### config.mk
export PLATFORM = sky130hd
export DESIGN_NAME = pdm_mic_receiver
export DESIGN_NICKNAME = d
export VERILOG_FILES = /design/src/rtl/pdm_mic_receiver.sv
export SDC_FILE = /design/constraint.sdc
export NUM_CORES = 1
export LEC_CHECK = 0
export BUFFER_PORTS_ARGS = -buffer_cell sky130_fd_sc_hd__buf_2
export CAP_MARGIN = 25
export CORE_AREA = 4 4 108 110
export DETAILED_ROUTE_END_ITERATION = 10
export DIE_AREA = 0 0 112 114
export GPL_TIMING_DRIVEN = 0
export PLACE_DENSITY = 0.36
export SLEW_MARGIN = 20
export SYNTH_ARGS = -nofsm -noshare
export SYNTH_HDL_FRONTEND = slang
export SYNTH_SLANG_ARGS = --single-unit
### constraint.sdc
create_clock -name clk -period 5.7 [get_ports clk]
set_input_delay 1.14 -clock clk [delete_from_list [all_inputs] [get_ports clk]]
set_output_delay 1.14 -clock clk [all_outputs]
set_load 0.1 [all_outputs]
### src/rtl/pdm_mic_receiver.sv
// pdm_mic_receiver: clocks a PDM microphone, decimates its bitstream to PCM words,
// and turns loud onsets into single-cycle flap pulses via a hysteretic detector.
module pdm_mic_receiver #(
  parameter int MIC_CLK_DIV  = 40,
  parameter int DECIM        = 128,
  parameter int THRESH_HI    = 24,
  parameter int THRESH_LO    = 12,
  parameter int HOLD_WINDOWS = 4
) (
  input  logic                     clk,
  input  logic                     reset_n,
  input  logic                     enable,
  input  logic                     micData,
  output logic                     micClk,
  output logic                     chSel,
  output logic [$clog2(DECIM):0]   pcm_sample,
  output logic                     pcm_valid,
  output logic [$clog2(DECIM)-1:0] level,
  output logic                     flap,
  output logic                     loud
);
  localparam int LW = $clog2(DECIM);
  localparam int PW = LW + 1;
  localparam int HW = $clog2(MIC_CLK_DIV / 2);
  localparam logic [HW-1:0] HC_TERM = HW'(MIC_CLK_DIV / 2 - 1);
  localparam logic [PW-1:0] MID = PW'(DECIM / 2);
  localparam logic [LW-1:0] TH_HI = LW'(THRESH_HI);
  localparam logic [LW-1:0] TH_LO = LW'(THRESH_LO);
  localparam logic [7:0] HOLD_LD = 8'(HOLD_WINDOWS - 1);

  typedef enum logic [1:0] {QUIET, LOUD, HOLDOFF} state_t;

  state_t state, state_n;
  logic [HW-1:0] hc;
  logic s1, s2;
  logic [LW-1:0] bit_cnt;
  logic [PW-1:0] acc, pcm_next, dev;
  logic [7:0] hold, hold_n;
  logic strobe, last;

  assign chSel    = 1'b0;
  assign strobe   = hc == HC_TERM && micClk;
  assign last     = strobe && bit_cnt == '1;
  assign pcm_next = acc + PW'(s2);
  assign dev      = pcm_next >= MID ? pcm_next - MID : MID - pcm_next;

  // The window that enters HOLDOFF counts as the first of the quiet windows.
  always_comb begin
    state_n = state;
    hold_n  = hold;
    if (pcm_valid)
      case (state)
        QUIET: state_n = level >= TH_HI ? LOUD : QUIET;
        LOUD: if (level < TH_LO) begin
          state_n = HOLD_WINDOWS == 1 ? QUIET : HOLDOFF;
          hold_n  = HOLD_LD;
        end
        HOLDOFF: if (level >= TH_LO) state_n = LOUD;
        else begin
          hold_n  = hold - 8'd1;
          state_n = hold == 8'd1 ? QUIET : HOLDOFF;
        end
        default: state_n = QUIET;
      endcase
  end

  always_ff @(posedge clk or negedge reset_n) begin
    if (!reset_n) begin
      s1 <= 1'b0;
      s2 <= 1'b0;
    end else begin
      s1 <= micData;
      s2 <= s1;
    end
  end

  always_ff @(posedge clk or negedge reset_n) begin
    if (!reset_n) begin
      hc         <= '0;
      micClk     <= 1'b0;
      acc        <= '0;
      bit_cnt    <= '0;
      hold       <= '0;
      state      <= QUIET;
      pcm_sample <= '0;
      level      <= '0;
      pcm_valid  <= 1'b0;
      flap       <= 1'b0;
      loud       <= 1'b0;
    end else if (!enable) begin
      hc        <= '0;
      micClk    <= 1'b0;
      acc       <= '0;
      bit_cnt   <= '0;
      hold      <= '0;
      state     <= QUIET;
      pcm_valid <= 1'b0;
      flap      <= 1'b0;
      loud      <= 1'b0;
    end else begin
      hc        <= hc == HC_TERM ? '0 : hc + 1'b1;
      micClk    <= hc == HC_TERM ? ~micClk : micClk;
      pcm_valid <= last;
      if (strobe) begin
        acc     <= last ? '0 : pcm_next;
        bit_cnt <= bit_cnt + 1'b1;
      end
      if (last) begin
        pcm_sample <= pcm_next;
        level      <= LW'(dev);
      end
      hold  <= hold_n;
      state <= state_n;
      flap  <= pcm_valid && state == QUIET && state_n == LOUD;
      loud  <= state_n != QUIET;
    end
  end
endmodule

==> summary.md, run 1 <==
In the layout the commonest cells are 50 x sky130_fd_sc_hd__dfrtp_1, 35 x sky130_fd_sc_hd__nand2_1, 27 x sky130_fd_sc_hd__buf_2. The placed instances occupy a cell area of 0.002893 mm2. Once the clock tree was built, the resizer swapped 0 gates to a different size.

The area of the mapped netlist was 0.002605 mm2; the die outline area was 0.01277 mm2. The power density normalized to cell area is 229.6 mW/mm2. The total overflow left after global routing is 0. The number of H-tree branching levels is 2, and the number of CTS-inserted buffers is 5. Kind of end point of the critical path: a primary output.

In the synthesized netlist the async set-or-reset flop fraction comes to 100.0%. The flip-flop cell with the highest count after synthesis is sky130_fd_sc_hd__dfrtp_1. Hold violation total from the final report: 0. In this run the register-to-register setup slack is 3.48 ns. The number of cell rows is 38. At the pin with the least slew margin, the transition time is 0.6741 ns. The final layout contains 315 nets. In the routed layout, each cell is associated on average with a via count of 4.434.

For the count of routing violations after the opening detailed-route iteration, the log shows 78. For this configuration, the core starts out at a cell density of 24.35%. The logs give 1.317 nW for the static power due to leakage and 286 for the total nets after synthesis. Post-placement setup slack: 3.115 ns. STA puts the critical path data arrival time at 1.26 ns. The worst hold slack after final layout is 0.3537 ns.

CTS placed an instance of sky130_fd_sc_hd__clkbuf_8 at the clock tree root. Power comes to 0.6850 mW. The area growth from synthesis to final layout was 14.55%; the path length in cells of the critical path was 1.

Max-cap violations in this run came to 0. The tools report the setup TNS as 0 ns. On the critical path the largest part of the delay comes from flip-flops. Yosys mapped a number of flops with a built-in enable equal to 0.

Global routing used 2.493% of the available met3 tracks. In the synthesized netlist, the number of instances is 275. The run gives 0 as the count of final max-slew check failures. On the final layout, the worst clock skew is 0.007613 ns. Setup slack closes at 3.300 ns. The synthesized design contains 50 register bits. The later pin in the worst-skew pair is clocked with a latency of 0.30 ns. The number of detailed-routing iterations run before antenna repair is 8, and the number of antenna violations at the first check in global routing is 0.

The count of placed standard cells including taps is 437, and the normalized max-slew margin is 55.06%. The tools report the fraction of the yosys area taken by sequential cells as 48.03%. The post-CTS setup-driven buffer insertion count came out at 0. The worst setup path is launched from a register. The critical path in this run is classified as register to primary output. The wire-length estimate of the detail-placed layout is 4.463 mm. After detailed routing, the average wire length per cell comes to 13.76 um. The number of inserted diodes was 0; the number of buffers and inverters on the critical path was 1. After floorplanning, the core was sized to cover 0.01070 mm2.

Entering global routing, the biggest net connects 51 pins. Once layout is complete, the utilization of the core stands at 27.89%. The flow ran to the end, and the final reports show no timing, DRC or antenna violations. The mean cell area of the mapped netlist is 9.473 um2, and the number of nets with antenna violations after detailed routing is 0. Excluding fillers, the count of instances in the completed layout stands at 445. After clock tree synthesis, the clock-pin slew on the worst setup and hold paths is 0.10 ns. The Yosys step of the flow raised 0 warnings. Setup repair after global routing left no endpoint under its margin. TritonCTS built the clock tree.

During placement, the flow inserted port buffers numbering 22. The number of global-route vias before repair is 1990, and the fraction of layout cells with a size suffix above 1 is 15.08%. The post-layout instance area was 0.002984 mm2. The overall die width was 112 um; the final number of setup-violating endpoints was 0.

At the end of routability-driven placement, the weighted congestion stood at 0.7424. The vertical extent of the die came out at 114 um. The run gives 50 as the total clock sinks. The slowest stage of the critical path is the sky130_fd_sc_hd__dfrtp_1 cell. The highest attainable clock frequency came out at 416.7 MHz. Global routing's busiest layer: met2. Dividing the final minimum period by the clock period gives 42.11%. The worst-case vdd ir drop is 78.74 uV, and the met2 capacity usage during global routing is 16.59%. The maximum root-to-sink buffer count was 2. The delay of the slowest cell on the worst path is 0.48 ns, and the number of cells on the worst hold path is 0.

The path class of the lowest-slack min-delay path was register to register. The required time of the worst setup path was 4.56 ns. In the global route stage, overall resource usage came out at 10.14%.

The first global-routing pass estimated 10.42 mm of wire. In the global route stage, met1 resource usage came out at 13.43%. For this run, design rule violations remaining after detail routing come to 0. Count of hold buffers inserted by post-cts repair: 0. Traced cell by cell, the critical path runs through buf_2. Counting I/O delays and the setup requirement, the final critical path takes 2.400 ns. The tools report the total wire length after detailed routing as 6.122 mm. The final route contains 1973 vias. Leaving out fill and tap cells, the most frequent cell in the layout is sky130_fd_sc_hd__dfrtp_1.

The logs give 42 for the number of distinct library cells after synthesis and 24 for the number of ports placed on the die boundary. Cell depth of the worst flop-to-flop path: 8. Of all nets on the critical path, the largest fanout is 5.
worst paths after layout:
check,startpoint,end
setup / recovery,level[4],level[4]
hold / removal,s1,s2
setup reg to reg,acc[0],level[1]
hold reg to reg,s1,s2
max in group asynchronous,reset_n,acc[3]
min in group asynchronous,reset_n,hc[4]
cell usage after synthesis (all sizes together), types with 2 or more instances:
| cell | instances | area, um2 |
|---|---|---|
| or2 | 3 | 18.77 |
| nand2 | 35 | 131.4 |
| dfrtp | 50 | 1251 |
| a31oi | 4 | 40.04 |
| nand4 | 10 | 62.56 |
| nor4b | 2 | 30.03 |
| mux2i | 3 | 30.03 |
| a211o | 2 | 17.52 |
| nor2 | 25 | 93.84 |
| nor3 | 6 | 30.03 |
| xnor2 | 14 | 122.6 |
| or3 | 2 | 12.51 |
| o2111ai | 2 | 17.52 |
| and2 | 3 | 18.77 |
| o21ai | 28 | 140.1 |
| inv | 10 | 37.54 |
| o21a | 4 | 30.03 |
| buf | 8 | 45.04 |
| nor2b | 5 | 31.28 |
| xor2 | 8 | 70.07 |
| clkbuf | 7 | 26.28 |
| ha | 7 | 87.58 |
| and3 | 3 | 18.77 |
| a21oi | 9 | 45.04 |
| o31ai | 4 | 30.03 |
| nand3 | 9 | 45.04 |
cell families (layout without fill, tap and decap cells):
logic type                 Yosys count  in the layout  share of synthesized area, %
AOI/OAI and AO/OA                   58             58                         14.55
xor gates and xnor gates            22             22                         7.397
adders and majority gates            7              7                         3.362
buffers and inverters               25             55                         4.179
DFF                                 50             50                         48.03
muxes                                4              4                         1.585
other                                1              1                        0.1440
and+or+nand+nor                    108            108                         20.75
flip-flops by register name, summed over array words and instances (netlist names):
name	cells
flap	1
level	6
loud	1
state	2
pcm_sample	8
micClk	1
bit_cnt	7
s2	1
s1	1
hold	8
hc	5
pcm_valid	1
acc	8
power breakdown:
group	internal, mW	switching [mW]
Combinational	0.0233	0.0687
Clock	0.0983	0.120
Sequential	0.365	0.00960
area by class of cell:
class / count / area, um2
buffer: 15 / 71.32
clock buffer: 7 / 86.33
clock inverter: 1 / 5.005
fill: 1156 / 7714
inverter: 10 / 37.54
multi-input combinational: 200 / 1245
sequential: 50 / 1251
tap: 140 / 175.2
timing repair buffer: 22 / 112.6
routing by layer:
| layer | up-vias | part of all wire (%) |
|---|---|---|
| li1 | 1000 | - |
| met1 | 949 | 48 |
| met2 | 20 | 48 |
| met3 | 4 | 2.4 |
| met4 | 0 | 1.0 |
| met5 | - | 0 |
Note: power is estimated with default switching activity, not from simulation.
==> run 2, diff against run 1 <==
PLACE_DENSITY = 0.38   (was 0.36)
clock period = 2.1 ns   (was 5.7 ns; I/O delays follow)
==> summary.md, run 2 (synthesis results as in run 1) <==
Summed over all cells, the static leakage comes to 1.315 nW. Clock latency at the later pin of the worst-skew pair: 0.31 ns. The initialized floorplan defines 38 standard-cell rows. The tools report the number of detailed-routing iterations run before antenna repair as 5. The internal power was 1.391 mW. The net switching share of the total power was 28.14%; the number of ports placed on the die boundary was 24. Across all layers, the routed design uses 1983 vias.

Proportion of power drawn by the clock network: 34.3%. The die is 114 um tall. Fill cells in the final layout number 1117. The maximum root-to-sink buffer count is 2, and the DRC violation count after routing is 0. The flow ran to the end, and the final reports show no timing, DRC or antenna violations. The run gives 443 as the count of non-filler cells in the finished layout. The critical path goes through ha_1, ha_2, and4_4, nand4_1, a31oi_2, xnor2_1, o21ai_1. Per report_power, the sequential group accounts for 52.6% of the total. Data arrives at the worst endpoint at 2.15 ns. Summed over all layers, the routed wires come to 6.062 mm.

In this run the power spent charging and discharging nets is 0.5447 mW. The fraction of the core area covered by cells at the end of the flow was 28.57%. The kind of end point of the critical path was a register. In the final design database the tool counted 313 nets. The clock tree synthesis step divided the H-tree into 2 levels.

The area growth from synthesis to final layout is 17.34%. The largest registers in the layout are acc x8, hold x8, pcm_sample x8. The worst setup path is launched from a register. Port buffering added 22 buffers. The tree built by TritonCTS fans out to 50 sinks.

Of the available clock period, the critical path in the final layout requires 93.06%. The run gives 0 as the count of final max-slew check failures. Setup violations remaining at the end of the flow were counted as 0. For this run, the slowest stage of the critical path takes 0.36 ns. The total cell area at the placement stage was 0.002897 mm2. Worst-case vdd ir drop: 281.5 uV.

At the end of routability-driven placement, the weighted congestion stood at 0.8090. Of all nets on the critical path, the largest fanout is 8. The post-layout instance area came out at 0.003057 mm2.

Derived from the worst setup path, the maximum achievable clock frequency is 511.7 MHz. Post-CTS timing repair inserted 0 buffers for setup. The normalized max-slew margin was 55.04%; the number of CTS-inserted buffers was 5. In this run the horizontal extent of the chip is 112 um. TritonCTS built the clock tree. On the final layout, the worst hold slack is 0.1348 ns. Across the routed clock network, the largest skew measured is 0.009372 ns. Entering global routing, the biggest net connects 51 pins.

For the pin with the worst max-slew slack, the measured transition is 0.6744 ns. The tools report the count of placed standard cells including taps as 437. The run gives 0.01277 mm2 as the die outline area. Global routing finished with a remaining overflow of 0.

The post-DP HPWL came out at 4.306 mm. The number of vias per cell after detailed routing was 4.476. Of the total power, combinational logic draws 13.1%.

The type of the worst setup path is register to register. Among cell families on the critical path, the largest total delay comes from simple AND/OR/NAND/NOR gates. In the final layout, the share of cells above drive strength 1 is 19.80%. The path class of the lowest-slack min-delay path is input pin to async pin. The tools report the number of inserted diodes as 0. Once the floorplan was initialized, standard cells occupied 24.35% of the core.

In this run the clock root is driven by a sky130_fd_sc_hd__clkbuf_8. The number of global-route vias before repair is 1972. The count of nets left with antenna violations once routing finished came out at 0. In the global route stage, overall resource usage came out at 10.02%.

The tools report the post-layout total power as 1.935 mW. The minimum clock period is 1.954 ns, and the placeable core area is 0.01070 mm2. Clock-pin slew was measured on the worst setup and hold paths at 0.10 ns. The number of antenna violations at the first check in global routing was 0. Together, buffers and inverters on the worst path number 0.

The most common library cell in the layout ignoring fill and taps is sky130_fd_sc_hd__dfrtp_1. Power spread over the standard cell area amounts to 633.1 mW/mm2. STA puts the critical path data required time at 2.30 ns. Setup repair after global routing left no endpoint under its margin. Across the run, the number of max-cap violations was 0. The cell at the slowest stage of the critical path is sky130_fd_sc_hd__dfrtp_1.

After detailed routing, the average wire length per cell comes to 13.68 um. The run gives 85 as the count of routing violations after the opening detailed-route iteration. The hold violation total from the final report came out at 0.

Leaving out fill and tap cells, the most frequent cells in the layout are 47 x sky130_fd_sc_hd__dfrtp_1, 35 x sky130_fd_sc_hd__nand2_1, 24 x sky130_fd_sc_hd__nor2_1, 24 x sky130_fd_sc_hd__buf_2, 19 x sky130_fd_sc_hd__o21ai_0. The first global-routing pass estimated 10.32 mm of wire.
[run 2: power groups by stage]
stage / Combinational, mW / Sequential (mW) / Clock (mW)
global route: 0.276 / 1.02 / 0.747
detailed placement: 0.254 / 1.04 / 0
CTS: 0.255 / 1.02 / 0.696
finish: 0.253 / 1.02 / 0.665
floorplan: 0.107 / 1.12 / 0
global placement: 0.255 / 1.04 / 0
[run 2: layout make-up]
type / instances / area (um2) / area share, %
multi-input cells: 200 / 1299 / 42.49
flip-flops and latches: 50 / 1255 / 41.06
well taps: 140 / 175.2 / 5.731
repair buffers: 22 / 112.6 / 3.684
clock buffers: 8 / 110.1 / 3.602
plain buffers: 13 / 67.56 / 2.210
inverters: 10 / 37.54 / 1.228
[run 2: worst reg2reg max path, stage by stage, from the launching register on]
cell and delay (ns):
sky130_fd_sc_hd__dfrtp_1 0.36, sky130_fd_sc_hd__ha_1 0.18, sky130_fd_sc_hd__ha_2 0.29, sky130_fd_sc_hd__and4_4 0.29, sky130_fd_sc_hd__nand4_1 0.23, sky130_fd_sc_hd__a31oi_2 0.28, sky130_fd_sc_hd__xnor2_1 0.15, sky130_fd_sc_hd__o21ai_1 0.07
[run 2: per-stage QoR]
step | setup TNS (ns) | setup WS, ns
floorplan | 0 | 0.01291
global placement | -0.2568 | -0.08939
detailed placement | -0.1376 | -0.08756
CTS | -0.002009 | -0.002009
global route | 0 | 0.02939
finish | 0 | 0.1456
[run 2: path summary, 6_finish.rpt]
check                      startpoint  endpoint  slack [ns]  cells after the start
max in group asynchronous     reset_n  level[2]        1.48                      1
max reg2reg                    acc[0]  level[2]        0.15                      7
min reg2reg                        s1        s2        0.36                      0
min                           reset_n   hold[5]        0.13                      1
min in group clk              micData        s1        0.22                      1
max                            acc[0]  level[2]        0.15                      7
[run 2: layer usage]
layer	track usage, %	vias up	routed length [um]
met2	15.67	23	2770
met5	0	-	0
met3	2.334	6	182
li1	-	1000	-
met4	2.644	0	67
met1	14.03	954	3041
[run 2: timing repair]
action / in CTS / in global routing
endpoints found under the setup margin: 8 / 20
hold buffers: 0 / 0
pin swaps: 2 / 5
gates resized for setup: 2 / 15
